### config.mk
export PLATFORM = sky130hd
export DESIGN_NAME = sram_read_aligner
export DESIGN_NICKNAME = d
export VERILOG_FILES = /design/src/rtl/sram_read_aligner.sv
export SDC_FILE = /design/constraint.sdc
export NUM_CORES = 1
export LEC_CHECK = 0
export CAP_MARGIN = 20
export CORE_MARGIN = 3
export CORE_UTILIZATION = 40
export CTS_CLUSTER_SIZE = 20
export DETAILED_ROUTE_END_ITERATION = 10
export GPL_ROUTABILITY_DRIVEN = 0
export PLACE_DENSITY = 0.62
export SLEW_MARGIN = 20
export SYNTH_ARGS = -nofsm -noshare
export SYNTH_HDL_FRONTEND = slang
export SYNTH_SLANG_ARGS = --single-unit
### constraint.sdc
create_clock -name clk -period 6.4 [get_ports clk]
set_input_delay 0.64 -clock clk [delete_from_list [all_inputs] [get_ports clk]]
set_output_delay 0.64 -clock clk [all_outputs]
set_load 0.02 [all_outputs]
### src/rtl/sram_read_aligner.sv
// SRAM read aligner: issues SRAM reads, tracks them through the fixed read
// latency and returns right-aligned, extended sub-word slices in request order.
module sram_read_aligner #(
  parameter  int DATA_W     = 32,
  parameter  int READ_LAT   = 1,
  parameter  int FIFO_DEPTH = 4,
  localparam int LOG_W      = $clog2(DATA_W)
) (
  input  logic              clk,
  input  logic              rst_n,
  input  logic              i_req_valid,
  output logic              o_req_ready,
  input  logic [2:0]        i_req_conf,
  input  logic [LOG_W-1:0]  i_req_addr,
  input  logic              i_req_sext,
  output logic              o_sram_ren,
  input  logic [DATA_W-1:0] i_sram_rdata,
  output logic              o_rsp_valid,
  input  logic              i_rsp_ready,
  output logic [DATA_W-1:0] o_rsp_data,
  output logic              o_rsp_err
);
  localparam int         PTR_W    = $clog2(FIFO_DEPTH);
  localparam int         CNT_W    = PTR_W + 1;
  localparam logic [2:0] CONF_MAX = 3'(LOG_W);

  typedef struct packed {
    logic             vld;
    logic             err;
    logic             sext;
    logic [2:0]       conf;
    logic [LOG_W-1:0] off;
  } tag_t;

  tag_t              r_tag [READ_LAT];
  tag_t              w_tag_in;
  tag_t              w_tag_out;
  logic              w_accept;
  logic              w_legal;
  logic              w_push;
  logic              w_pop;
  logic [LOG_W-1:0]  w_shamt;
  logic [LOG_W-1:0]  w_msb_idx;
  logic [DATA_W-1:0] w_shifted;
  logic [DATA_W-1:0] w_aligned;
  logic              w_sign;
  int                w_width;
  logic [CNT_W-1:0]  w_occ_nxt;

  logic [DATA_W-1:0] r_mem_data [FIFO_DEPTH];
  logic              r_mem_err  [FIFO_DEPTH];
  logic [PTR_W-1:0]  r_wr_ptr;
  logic [PTR_W-1:0]  r_rd_ptr;
  logic [CNT_W-1:0]  r_count;
  logic [CNT_W-1:0]  r_occ;
  logic              r_ready;

  assign w_legal    = (i_req_conf <= CONF_MAX);
  assign w_accept   = i_req_valid & r_ready;
  assign o_sram_ren = w_accept & w_legal;

  always_comb begin
    w_tag_in      = '0;
    w_tag_in.vld  = w_accept;
    w_tag_in.err  = ~w_legal;
    w_tag_in.sext = i_req_sext;
    w_tag_in.conf = i_req_conf;
    for (int b = 0; b < LOG_W; b++)
      w_tag_in.off[b] = i_req_addr[b] & (b < int'(i_req_conf));
  end

  // Tags advance every cycle; the SRAM latency is fixed so nothing ever stalls.
  always_ff @(posedge clk or negedge rst_n) begin
    if (!rst_n) begin
      for (int i = 0; i < READ_LAT; i++) r_tag[i] <= '0;
    end else begin
      r_tag[0] <= w_tag_in;
      for (int i = 1; i < READ_LAT; i++) r_tag[i] <= r_tag[i-1];
    end
  end

  assign w_tag_out = r_tag[READ_LAT-1];

  // Slice width is 2^(LOG_W-conf), so off*width is a plain left shift.
  always_comb begin
    w_width   = DATA_W >> w_tag_out.conf;
    w_shamt   = '0;
    w_msb_idx = '0;
    w_shifted = '0;
    w_sign    = 1'b0;
    w_aligned = '0;
    if (!w_tag_out.err) begin
      w_shamt   = LOG_W'(int'(w_tag_out.off) << (LOG_W - int'(w_tag_out.conf)));
      w_msb_idx = LOG_W'(w_width - 1);
      w_shifted = i_sram_rdata >> w_shamt;
      w_sign    = w_tag_out.sext & w_shifted[w_msb_idx];
      for (int b = 0; b < DATA_W; b++)
        w_aligned[b] = (b < w_width) ? w_shifted[b] : w_sign;
    end
  end

  assign w_push      = w_tag_out.vld;
  assign o_rsp_valid = (r_count != '0);
  assign w_pop       = o_rsp_valid & i_rsp_ready;
  assign o_rsp_data  = r_mem_data[r_rd_ptr];
  assign o_rsp_err   = r_mem_err[r_rd_ptr];
  assign o_req_ready = r_ready;

  // occ counts in-flight tags plus buffered entries, so a full credit pool
  // guarantees a FIFO slot for every tag still in the pipeline.
  assign w_occ_nxt = r_occ + CNT_W'(w_accept) - CNT_W'(w_pop);

  always_ff @(posedge clk or negedge rst_n) begin
    if (!rst_n) begin
      for (int i = 0; i < FIFO_DEPTH; i++) begin
        r_mem_data[i] <= '0;
        r_mem_err[i]  <= 1'b0;
      end
      r_wr_ptr <= '0;
      r_rd_ptr <= '0;
      r_count  <= '0;
      r_occ    <= '0;
      r_ready  <= 1'b0;
    end else begin
      if (w_push) begin
        r_mem_data[r_wr_ptr] <= w_aligned;
        r_mem_err[r_wr_ptr]  <= w_tag_out.err;
        r_wr_ptr             <= r_wr_ptr + PTR_W'(1);
      end
      if (w_pop) r_rd_ptr <= r_rd_ptr + PTR_W'(1);
      r_count <= r_count + CNT_W'(w_push) - CNT_W'(w_pop);
      r_occ   <= w_occ_nxt;
      r_ready <= (w_occ_nxt < CNT_W'(FIFO_DEPTH));
    end
  end

endmodule
==> results of run 1 <==
metrics by stage:
stage	hold slack, ps	instances	setup slack [ps]	area, um2
2_1_floorplan	344.4	1066	2950	9789
3_3_place_gp	453.3	1396	1202	10690
3_5_place_dp	465.7	1396	1098	10690
4_1_cts	248.0	1428	1076	11260
5_1_grt	277.8	1428	684.9	11260
6_report	232.4	1428	961.2	11260
routing by layer:
layer / share of wire (%) / wire length, um / vias up
li1: - / - / 4045
met1: 44 / 13230 / 4306
met2: 46 / 14030 / 446
met3: 8.1 / 2458 / 42
met4: 1.8 / 558 / 0
met5: 0 / 0 / -
cells in the mapped netlist, types with 16 or more instances:
| cell | number | share of area [%] |
|---|---|---|
| a211oi_1 | 32 | 2.5 |
| a21oi_1 | 106 | 5.4 |
| a31oi_1 | 56 | 3.6 |
| and3_1 | 20 | 1.3 |
| clkbuf_1 | 46 | 1.8 |
| dfrtp_1 | 154 | 39 |
| inv_1 | 16 | 0.61 |
| mux2i_1 | 20 | 2.0 |
| mux4_2 | 37 | 8.5 |
| nand2_1 | 153 | 5.9 |
| nor2_1 | 69 | 2.6 |
| nor3_1 | 30 | 1.5 |
| o21ai_0 | 60 | 3.1 |
| o31ai_1 | 28 | 2.1 |
report_power, final:
part           leakage, nW  internal [mW]  switching [mW]
combinational         2.36           1.09            1.27
clock                0.276          0.527           0.439
sequential            1.91           1.42           0.259
path summary, 6_finish.rpt:
path                                    to         start  depth (start not counted)
min in group clk              r_mem_err[3]  r_mem_err[3]                          2
max                         r_mem_data[95]      r_tag[6]                         12
max in group asynchronous      r_rd_ptr[0]         rst_n                          2
min reg2reg                   r_mem_err[3]  r_mem_err[3]                          2
min                        r_mem_data[103]         rst_n                          1
max reg2reg                 r_mem_data[95]      r_tag[6]                         12
layout make-up:
type | instances | area (um2)
fillers | 2300 | 12490
multi-input cells | 807 | 5426
flip-flops and latches | 154 | 3855
repair buffers | 100 | 955.9
clock buffers | 19 | 452.9
well taps | 319 | 399.1
clock inverters | 13 | 111.4
inverters | 16 | 60.06
kinds of logic after synthesis:
logic type                 Yosys count
muxes                               62
xor gates and xnor gates            10
DFF                                154
and+or+nand+nor                    343
adders and majority gates           13
buffers and inverters              105
AOI/OAI and AO/OA                  379
worst register-to-register path, stage by stage (launching register included):
cell and delay (ps):
dfrtp_1 620, ha_1 510, and4bb_2 440, nand2_2 470, a211oi_1 790, nor3_1 170, a211oi_1 470, a222oi_1 250
a211o_1 320, a31o_2 370, nand4_1 160, buf_4 490, a31oi_1 230
flip-flops by register name, summed over array words and instances, names as in the netlist:
name         flops
r_wr_ptr         2
o_req_ready      1
r_mem_data     128
w_push           1
r_count          3
r_mem_err        4
r_tag           10
r_occ            3
r_rd_ptr         2
==> flow_metrics.env, run 1 <==
export IMPL_status="complete, no violations"
export IMPL_clock_sinks=154
export IMPL_max_freq_mhz=183.9
export IMPL_avgSynthCellArea_um2=9.183
export IMPL_yosys_area_share_simple_pct=16.05
export IMPL_cap_violations=0
export IMPL_ys_warn_count=0
export IMPL_cp_num_buf_inv=1
export IMPL_dp_hpwl_mm=20.24
export IMPL_cts_resized=0
export IMPL_slew_headroom_pct=28.31
export IMPL_critical_path_max_stage_delay_ps=790
export IMPL_std_cell_rows=56
export IMPL_syn_cell_area_um2=9789
export IMPL_die_w_um=162.4
export IMPL_drcViolationCount=0
export IMPL_critPathMaxFanout=56
export IMPL_cts_tree="yes"
export IMPL_drt_iter0_drc=1250
export IMPL_fin_nets=1154
export IMPL_async_flop_share_pct=100.0
export IMPL_critPathSlowestCell="a211oi_1"
export IMPL_post_cts_buffers=0
export IMPL_ant_nets=0
export IMPL_busiest_layer="met2"
export IMPL_cts_buffers=17
export IMPL_crit_required_ps=6680
export IMPL_synth_mux_area_fraction_pct=11.13
export IMPL_power_total_mw=5.006
export IMPL_num_antenna_cells=0
export IMPL_grt_max_degree=81
export IMPL_synth_edf_count=0
export IMPL_cts_htree_levels=4
export IMPL_grt_usage_pct=23.17
export IMPL_antenna_found_initial=0
export IMPL_leakagePower_nw=4.545
export IMPL_grt_setup_unrepaired="false"
export IMPL_synth_seq_area_share_pct=39.37
export IMPL_die_area_um2=26390
export IMPL_syn_inst=1066
export IMPL_cts_clk_slew_worst_paths_ps=60
export IMPL_hp_class="in2async"
export IMPL_path_cells="ha_1, and4bb_2, nand2_2, a211oi_1, nor3_1, a211oi_1, a222oi_1, a211o_1, a31o_2, nand4_1, buf_4, a31oi_1"
export IMPL_yosys_area_share_xor_xnor_pct=0.8947
export IMPL_synth_cell_type_count=72
export IMPL_ys_ff_latch=154
export IMPL_grt_pass1_wl_mm=48.53
export IMPL_reg2reg_slack_ps=960
export IMPL_post_route_util_pct=47.41
export IMPL_initial_core_util_pct=41.21
export IMPL_final_max_slew_violation_count=0
export IMPL_fin_setup_tns_ps=0
export IMPL_routedWlPerCell_um=21.20
export IMPL_cts_root_buf="clkbuf_16"
export IMPL_peakVddDrop_mv=0.2287
export IMPL_finalSetupViolCount=0
export IMPL_grtUsageMet1_pct=32.94
export IMPL_ios=81
export IMPL_synth_fa_ha_area_share_pct=1.815
export IMPL_crit_path_start_kind="flop"
export IMPL_final_cell_mix="nand2_1, dfrtp_1, a21oi_1"
export IMPL_worst_pin_slew_ps=1074
export IMPL_hold_violations=0
export IMPL_powerDensity_nw_per_um2=444.5
export IMPL_cp_end_kind="flop"
export IMPL_wl_mm=30.27
export IMPL_critical_path_most_common_cell="a211oi_1"
export IMPL_ys_flop_type="dfrtp_1"
export IMPL_layout_worst_path_cycle_share_pct=84.98
export IMPL_io_buffer_count=80
export IMPL_cts_hold_buffers_added=0
export IMPL_grt_pass1_vias=8617
export IMPL_use_met2_pct=36.53
export IMPL_die_h_um=162.4
export IMPL_syn_to_final_growth_pct=15.03
export IMPL_drt_first_pass_iters=6
export IMPL_critical_path_class="reg2reg"
export IMPL_synth_top_family_by_area="compound AO/OA/AOI/OAI gates"
export IMPL_finalCriticalPeriod_ps=5439
export IMPL_worstPathArrival_ps=5720
export IMPL_insertion_delay_ps=440
export IMPL_grt_overflow_total=0
export IMPL_synth_nets=1124
export IMPL_vias=8839
export IMPL_cp_top_family="compound AO/OA/AOI/OAI gates"
export IMPL_grt_use_met3_pct=3.993
export IMPL_core_area_um2=23750
export IMPL_drt_vias_per_instance=6.190
export IMPL_synth_compound_area_share_pct=25.29
export IMPL_skew_ps=18.18
export IMPL_cts_buffer_depth=2
export IMPL_drive_above_1_share_pct=11.36
Note: power is estimated with default switching activity, not from simulation.
==> run 2: changes to the inputs <==
--- a/config.mk
+++ b/config.mk
@@ -11,7 +11,7 @@
 export CTS_CLUSTER_SIZE = 20
 export DETAILED_ROUTE_END_ITERATION = 10
 export GPL_ROUTABILITY_DRIVEN = 0
-export PLACE_DENSITY = 0.62
+export PLACE_DENSITY = 0.64
 export SLEW_MARGIN = 20
 export SYNTH_ARGS = -nofsm -noshare
 export SYNTH_HDL_FRONTEND = slang
==> constraint.sdc (replaced) <==
create_clock -name clk -period 4.4 [get_ports clk]
set_input_delay 0.44 -clock clk [delete_from_list [all_inputs] [get_ports clk]]
set_output_delay 0.44 -clock clk [all_outputs]
set_load 0.02 [all_outputs]
==> run 2 against run 1 <==
Compared with the run above: clock power up 48%; final cell count is 2.2% higher; non-clock buffer count grew 32; clock skew down 12 ps; combinational power grew 47%; critical path type unchanged; critical path depth grew 1; via count increased by 1.4%; global-route usage down 0.26 points.
==> flow_metrics.env, run 2 (synthesis results as in run 1) <==
export IMPL_critPathMaxFanout=56
export IMPL_io_buffer_count=80
export IMPL_vias=8961
export IMPL_drive_above_1_share_pct=13.85
export IMPL_drt_vias_per_instance=6.138
export IMPL_die_h_um=162.4
export IMPL_finalSetupViolCount=0
export IMPL_largestRegisters="r_mem_data x128, r_tag x10, r_mem_err x4"
export IMPL_slew_headroom_pct=28.37
export IMPL_post_route_util_pct=48.75
export IMPL_holdWs_ps=90.08
export IMPL_final_max_slew_violation_count=0
export IMPL_cts_buffers=17
export IMPL_routedWlPerCell_um=20.69
export IMPL_cp_end_kind="flop"
export IMPL_finalCriticalPeriod_ps=4155
export IMPL_largest_register_ff_count=128
export IMPL_num_antenna_cells=0
export IMPL_hold_violations=0
export IMPL_grt_pass1_vias=8499
export IMPL_critical_path_max_stage_delay_ps=400
export IMPL_status="complete, no violations"
export IMPL_startpoint="r_tag[6]"
export IMPL_die_w_um=162.4
export IMPL_critical_path_class="reg2reg"
export IMPL_fin_setup_tns_ps=0
export IMPL_drt_first_pass_iters=5
export IMPL_place_area_um2=10980
export IMPL_hp_class="in2async"
export IMPL_rr_startpoint="r_tag[6]"
export IMPL_cts_buffer_depth=2
export IMPL_grt_setup_unrepaired="false"
export IMPL_grt_pass1_wl_mm=48.09
export IMPL_multiInputGateArea_um2=5449
export IMPL_dp_hpwl_mm=21.01
export IMPL_cts_root_buf="clkbuf_16"
export IMPL_antenna_found_initial=0
export IMPL_crit_path_start_kind="flop"
export IMPL_grt_max_degree=95
export IMPL_grt_overflow_total=0
export IMPL_leakagePower_nw=4.714
export IMPL_final_cell_mix="nand2_1, dfrtp_1, a21oi_1"
export IMPL_power_total_mw=7.357
export IMPL_final_cell_area_um2=11580
export IMPL_path_cells="ha_1, and4bb_4, nand2_2, buf_4, mux4_2, mux2i_1, a31o_2, nor4_1, o2111a_1, a31o_2, nand4_1, buf_12, a31oi_1"
export IMPL_crit_required_ps=4730
export IMPL_layout_setup_ws_ps=245.2
export IMPL_peakVddDrop_mv=0.4131
export IMPL_max_freq_mhz=240.7
export IMPL_dp_slack_ps=227.5
export IMPL_critPathSlowestCell="nor4_1"
export IMPL_ios=81
export IMPL_cp_top_family="simple AND/OR/NAND/NOR gates"
export IMPL_layout_worst_path_cycle_share_pct=94.43
export IMPL_top_register="r_mem_data"
export IMPL_worst_pin_slew_ps=1074
export IMPL_syn_to_final_growth_pct=18.28
export IMPL_initial_core_util_pct=41.21
export IMPL_cts_clk_slew_worst_paths_ps=60
export IMPL_std_cell_rows=56
export IMPL_cap_violations=0
export IMPL_cts_hold_buffers_added=0
export IMPL_wl_mm=30.20
export IMPL_powerDensity_nw_per_um2=635.4
export IMPL_skew_ps=6.376
export IMPL_insertion_delay_ps=420
export IMPL_core_area_um2=23750
export IMPL_critical_path_most_common_cell="a31o_2"
export IMPL_seqCellArea_um2=3855
export IMPL_die_area_um2=26390
export IMPL_clock_sinks=154
export IMPL_nFillCells=2251
export IMPL_drt_iter0_drc=1079
export IMPL_fin_nets=1186
export IMPL_dpl_cell_count=1428
export IMPL_grt_usage_pct=22.91
export IMPL_cts_htree_levels=4
export IMPL_cts_tree="yes"
export IMPL_fin_cells=1460
export IMPL_drcViolationCount=0
export IMPL_cp_num_buf_inv=2
export IMPL_worstPathArrival_ps=4480
export IMPL_ant_nets=0
run 2: final timing paths:
check / to / slack (ps) / cells past startpoint
max: r_mem_data[115] / 250 / 13
min: r_mem_data[71] / 90 / 1
max reg2reg: r_mem_data[115] / 250 / 13
min reg2reg: r_mem_err[0] / 480 / 2
max in group asynchronous: r_rd_ptr[0] / 3440 / 2
min in group clk: r_mem_err[0] / 480 / 2
run 2: where the power goes:
group / switching, mW / leakage [nW] / internal, mW
registers: 0.411 / 1.91 / 2.06
logic: 1.81 / 2.53 / 1.64
clock network: 0.584 / 0.269 / 0.848
total: 2.81 / 4.71 / 4.55
run 2: what timing repair did:
item	CTS	global route
gates resized for setup	0	6
endpoints found under the setup margin	0	99
hold endpoints to repair	0	0
setup buffers	0	0
run 2: layout make-up:
type                    instances  area share, %
well taps                     319          3.447
clock inverters                11          1.059
clock buffers                  21          3.890
multi-input cells             807          47.06
repair buffers                132          10.73
flip-flops and latches        154          33.29
inverters                      16         0.5187
run 2: worst reg2reg max path, delay by kind of cell, from the launching register on:
| kind | cells | cell delay (ps) |
|---|---|---|
| buf+inv | 2 | 490 |
| compound gates | 4 | 1090 |
| fa+ha+maj | 1 | 380 |
| simple gates | 4 | 1170 |
| flops | 1 | 380 |
| mux | 2 | 540 |
run 2: per-layer routing:
| layer | part of all wire, % | vias to the layer above | global-route usage [%] |
|---|---|---|---|
| li1 | - | 4113 | - |
| met1 | 46 | 4417 | 34.07 |
| met2 | 46 | 395 | 35.14 |
| met3 | 7.0 | 36 | 3.942 |
| met4 | 1.2 | 0 | 5.118 |
| met5 | 0 | - | 0 |
==> run 3: changes to the inputs <==
--- a/config.mk
+++ b/config.mk
@@ -6,12 +6,12 @@
 export NUM_CORES = 1
 export LEC_CHECK = 0
 export CAP_MARGIN = 20
-export CORE_MARGIN = 3
+export CORE_MARGIN = 1
 export CORE_UTILIZATION = 40
 export CTS_CLUSTER_SIZE = 20
 export DETAILED_ROUTE_END_ITERATION = 10
 export GPL_ROUTABILITY_DRIVEN = 0
-export PLACE_DENSITY = 0.64
+export PLACE_DENSITY = 0.62
 export SLEW_MARGIN = 20
 export SYNTH_ARGS = -nofsm -noshare
 export SYNTH_HDL_FRONTEND = slang
==> constraint.sdc (replaced) <==
create_clock -name clk -period 4.5 [get_ports clk]
set_input_delay 0.45 -clock clk [delete_from_list [all_inputs] [get_ports clk]]
set_output_delay 0.45 -clock clk [all_outputs]
set_load 0.02 [all_outputs]
==> run 3 against run 2 <==
Compared with the run above: register-to-register slack worse by 60 ps; critical path depth stayed put; wire length is 0.15% lower; largest cell class unchanged; final cell count is 0.75% lower; clock skew is 2.4 ps higher; count of clock-buffer cells in the layout is 4 lower; hold slack better by 2.2 ps; setup slack worse by 58 ps; die area is 4.9% lower; sequential power is 2% lower; critical path type unchanged.
==> flow_metrics.env, run 3 (synthesis results as in run 1) <==
export IMPL_status="complete, no violations"
export IMPL_holdWs_ps=92.31
export IMPL_layout_worst_path_cycle_share_pct=95.83
export IMPL_routedWlPerCell_um=20.81
export IMPL_startpoint="r_tag[7]"
export IMPL_antenna_found_initial=0
export IMPL_cp_end_kind="flop"
export IMPL_drcViolationCount=0
export IMPL_ios=81
export IMPL_largestRegisters="r_mem_data x128, r_tag x10, r_mem_err x4"
export IMPL_initial_core_util_pct=41.21
export IMPL_place_area_um2=10870
export IMPL_timing_rr_end="r_mem_data[110]"
export IMPL_drive_above_1_share_pct=13.01
export IMPL_cts_htree_levels=4
export IMPL_cts_buffer_depth=2
export IMPL_critPathMaxFanout=27
export IMPL_crit_required_ps=4820
export IMPL_finalCriticalPeriod_ps=4312
export IMPL_ant_nets=0
export IMPL_critical_path_class="reg2reg"
export IMPL_cts_tree="yes"
export IMPL_drt_vias_per_instance=6.131
export IMPL_rr_startpoint="r_tag[7]"
export IMPL_final_max_slew_violation_count=0
export IMPL_grt_usage_pct=24.96
export IMPL_final_cell_area_um2=11460
export IMPL_ff2ff_path_depth=13
export IMPL_syn_to_final_growth_pct=17.06
export IMPL_vias=8884
export IMPL_largest_register_ff_count=128
export IMPL_insertion_delay_ps=430
export IMPL_max_freq_mhz=231.9
export IMPL_finalSetupViolCount=0
export IMPL_die_h_um=158.4
export IMPL_fin_setup_tns_ps=0
export IMPL_grt_pass1_wl_mm=47.53
export IMPL_grt_setup_unrepaired="false"
export IMPL_cts_clk_slew_worst_paths_ps=70
export IMPL_io_buffer_count=80
export IMPL_reg2reg_slack_ps=190
export IMPL_endpoint="r_mem_data[110]"
export IMPL_dp_hpwl_mm=20.80
export IMPL_peakVddDrop_mv=0.3237
export IMPL_grt_max_degree=99
export IMPL_powerDensity_nw_per_um2=623.9
export IMPL_final_cell_mix="nand2_1, dfrtp_1, a21oi_1"
export IMPL_slew_headroom_pct=28.51
export IMPL_hp_class="in2async"
export IMPL_worst_pin_slew_ps=1071
export IMPL_skew_ps=8.742
export IMPL_num_antenna_cells=0
export IMPL_drt_first_pass_iters=6
export IMPL_hold_violations=0
export IMPL_cap_violations=0
export IMPL_grt_pass1_vias=8501
export IMPL_cts_buffers=17
export IMPL_std_cell_rows=56
export IMPL_crit_path_start_kind="flop"
export IMPL_clock_sinks=154
export IMPL_drt_iter0_drc=1015
export IMPL_die_area_um2=25100
export IMPL_core_area_um2=23750
export IMPL_post_route_util_pct=48.25
export IMPL_cts_resized=0
export IMPL_cts_hold_buffers_added=0
export IMPL_leakagePower_nw=4.655
export IMPL_post_cts_buffers=0
export IMPL_grt_overflow_total=0
export IMPL_worstPathArrival_ps=4630
export IMPL_power_total_mw=7.149
export IMPL_cts_root_buf="clkbuf_16"
export IMPL_nFillCells=2281
export IMPL_fin_nets=1175
export IMPL_die_w_um=158.4
export IMPL_top_register="r_mem_data"
export IMPL_wl_mm=30.16
-- run 3: changes by cell type in the layout (fill, tap and decap cells not counted), sizes merged --
cell | previous run | this run
bufinv | 2 | 1
inv | 16 | 24
clkinv | 5 | 2
clkbuf | 21 | 17
buf | 53 | 42
-- run 3: worst min path at each step --
stage          cells after the start  slack [ps]              end
5_1_grt                            1         180   r_mem_data[37]
6_report                           1          90  r_mem_data[101]
2_1_floorplan                      0         150      o_req_ready
3_3_place_gp                       2         460     r_mem_err[1]
4_1_cts                            1         150  r_mem_data[101]
3_5_place_dp                       2         460     r_mem_err[1]
-- run 3: power by group --
group | switching (mW) | internal, mW
logic | 1.75 | 1.58
clock network | 0.632 | 0.781
registers | 0.398 | 2.01
total | 2.78 | 4.37
-- run 3: area by class of cell --
class	instances	area (um2)	share of cell area, %
Multi-Input combinational cell	807	5426	47.35
Sequential cell	154	3855	33.64
Clock buffer	17	425.4	3.712
Timing Repair Buffer	121	1139	9.936
Inverter	16	60.06	0.5241
Tap cell	319	399.1	3.483
Clock inverter	15	155.1	1.354
-- run 3: worst max-delay path, cell delays in order, from the launching register on --
cell,delay [ps]
dfrtp_1,390
ha_1,370
and4bb_2,280
nand2_2,310
buf_4,320
mux4_2,350
mux2i_1,160
a31o_2,330
nor4_1,390
o2111a_1,250
a31o_2,190
buf_4,240
nand3_4,250
o31ai_1,350
-- run 3: stage by stage --
stage	worst slack, ps	instances
finish	187.6	1449
CTS	219.3	1448
global placement	347.2	1416
detailed placement	288.3	1416
global route	24.43	1449
floorplan	1050	1066
-- run 3: per-layer routing --
layer | vias to the layer above | wire (um) | global-route usage, %
met3 | 60 | 1898 | 3.375
li1 | 4090 | - | -
met4 | 0 | 838 | 9.386
met5 | - | 0 | 0
met1 | 4330 | 13690 | 35.82
met2 | 404 | 13730 | 38.20
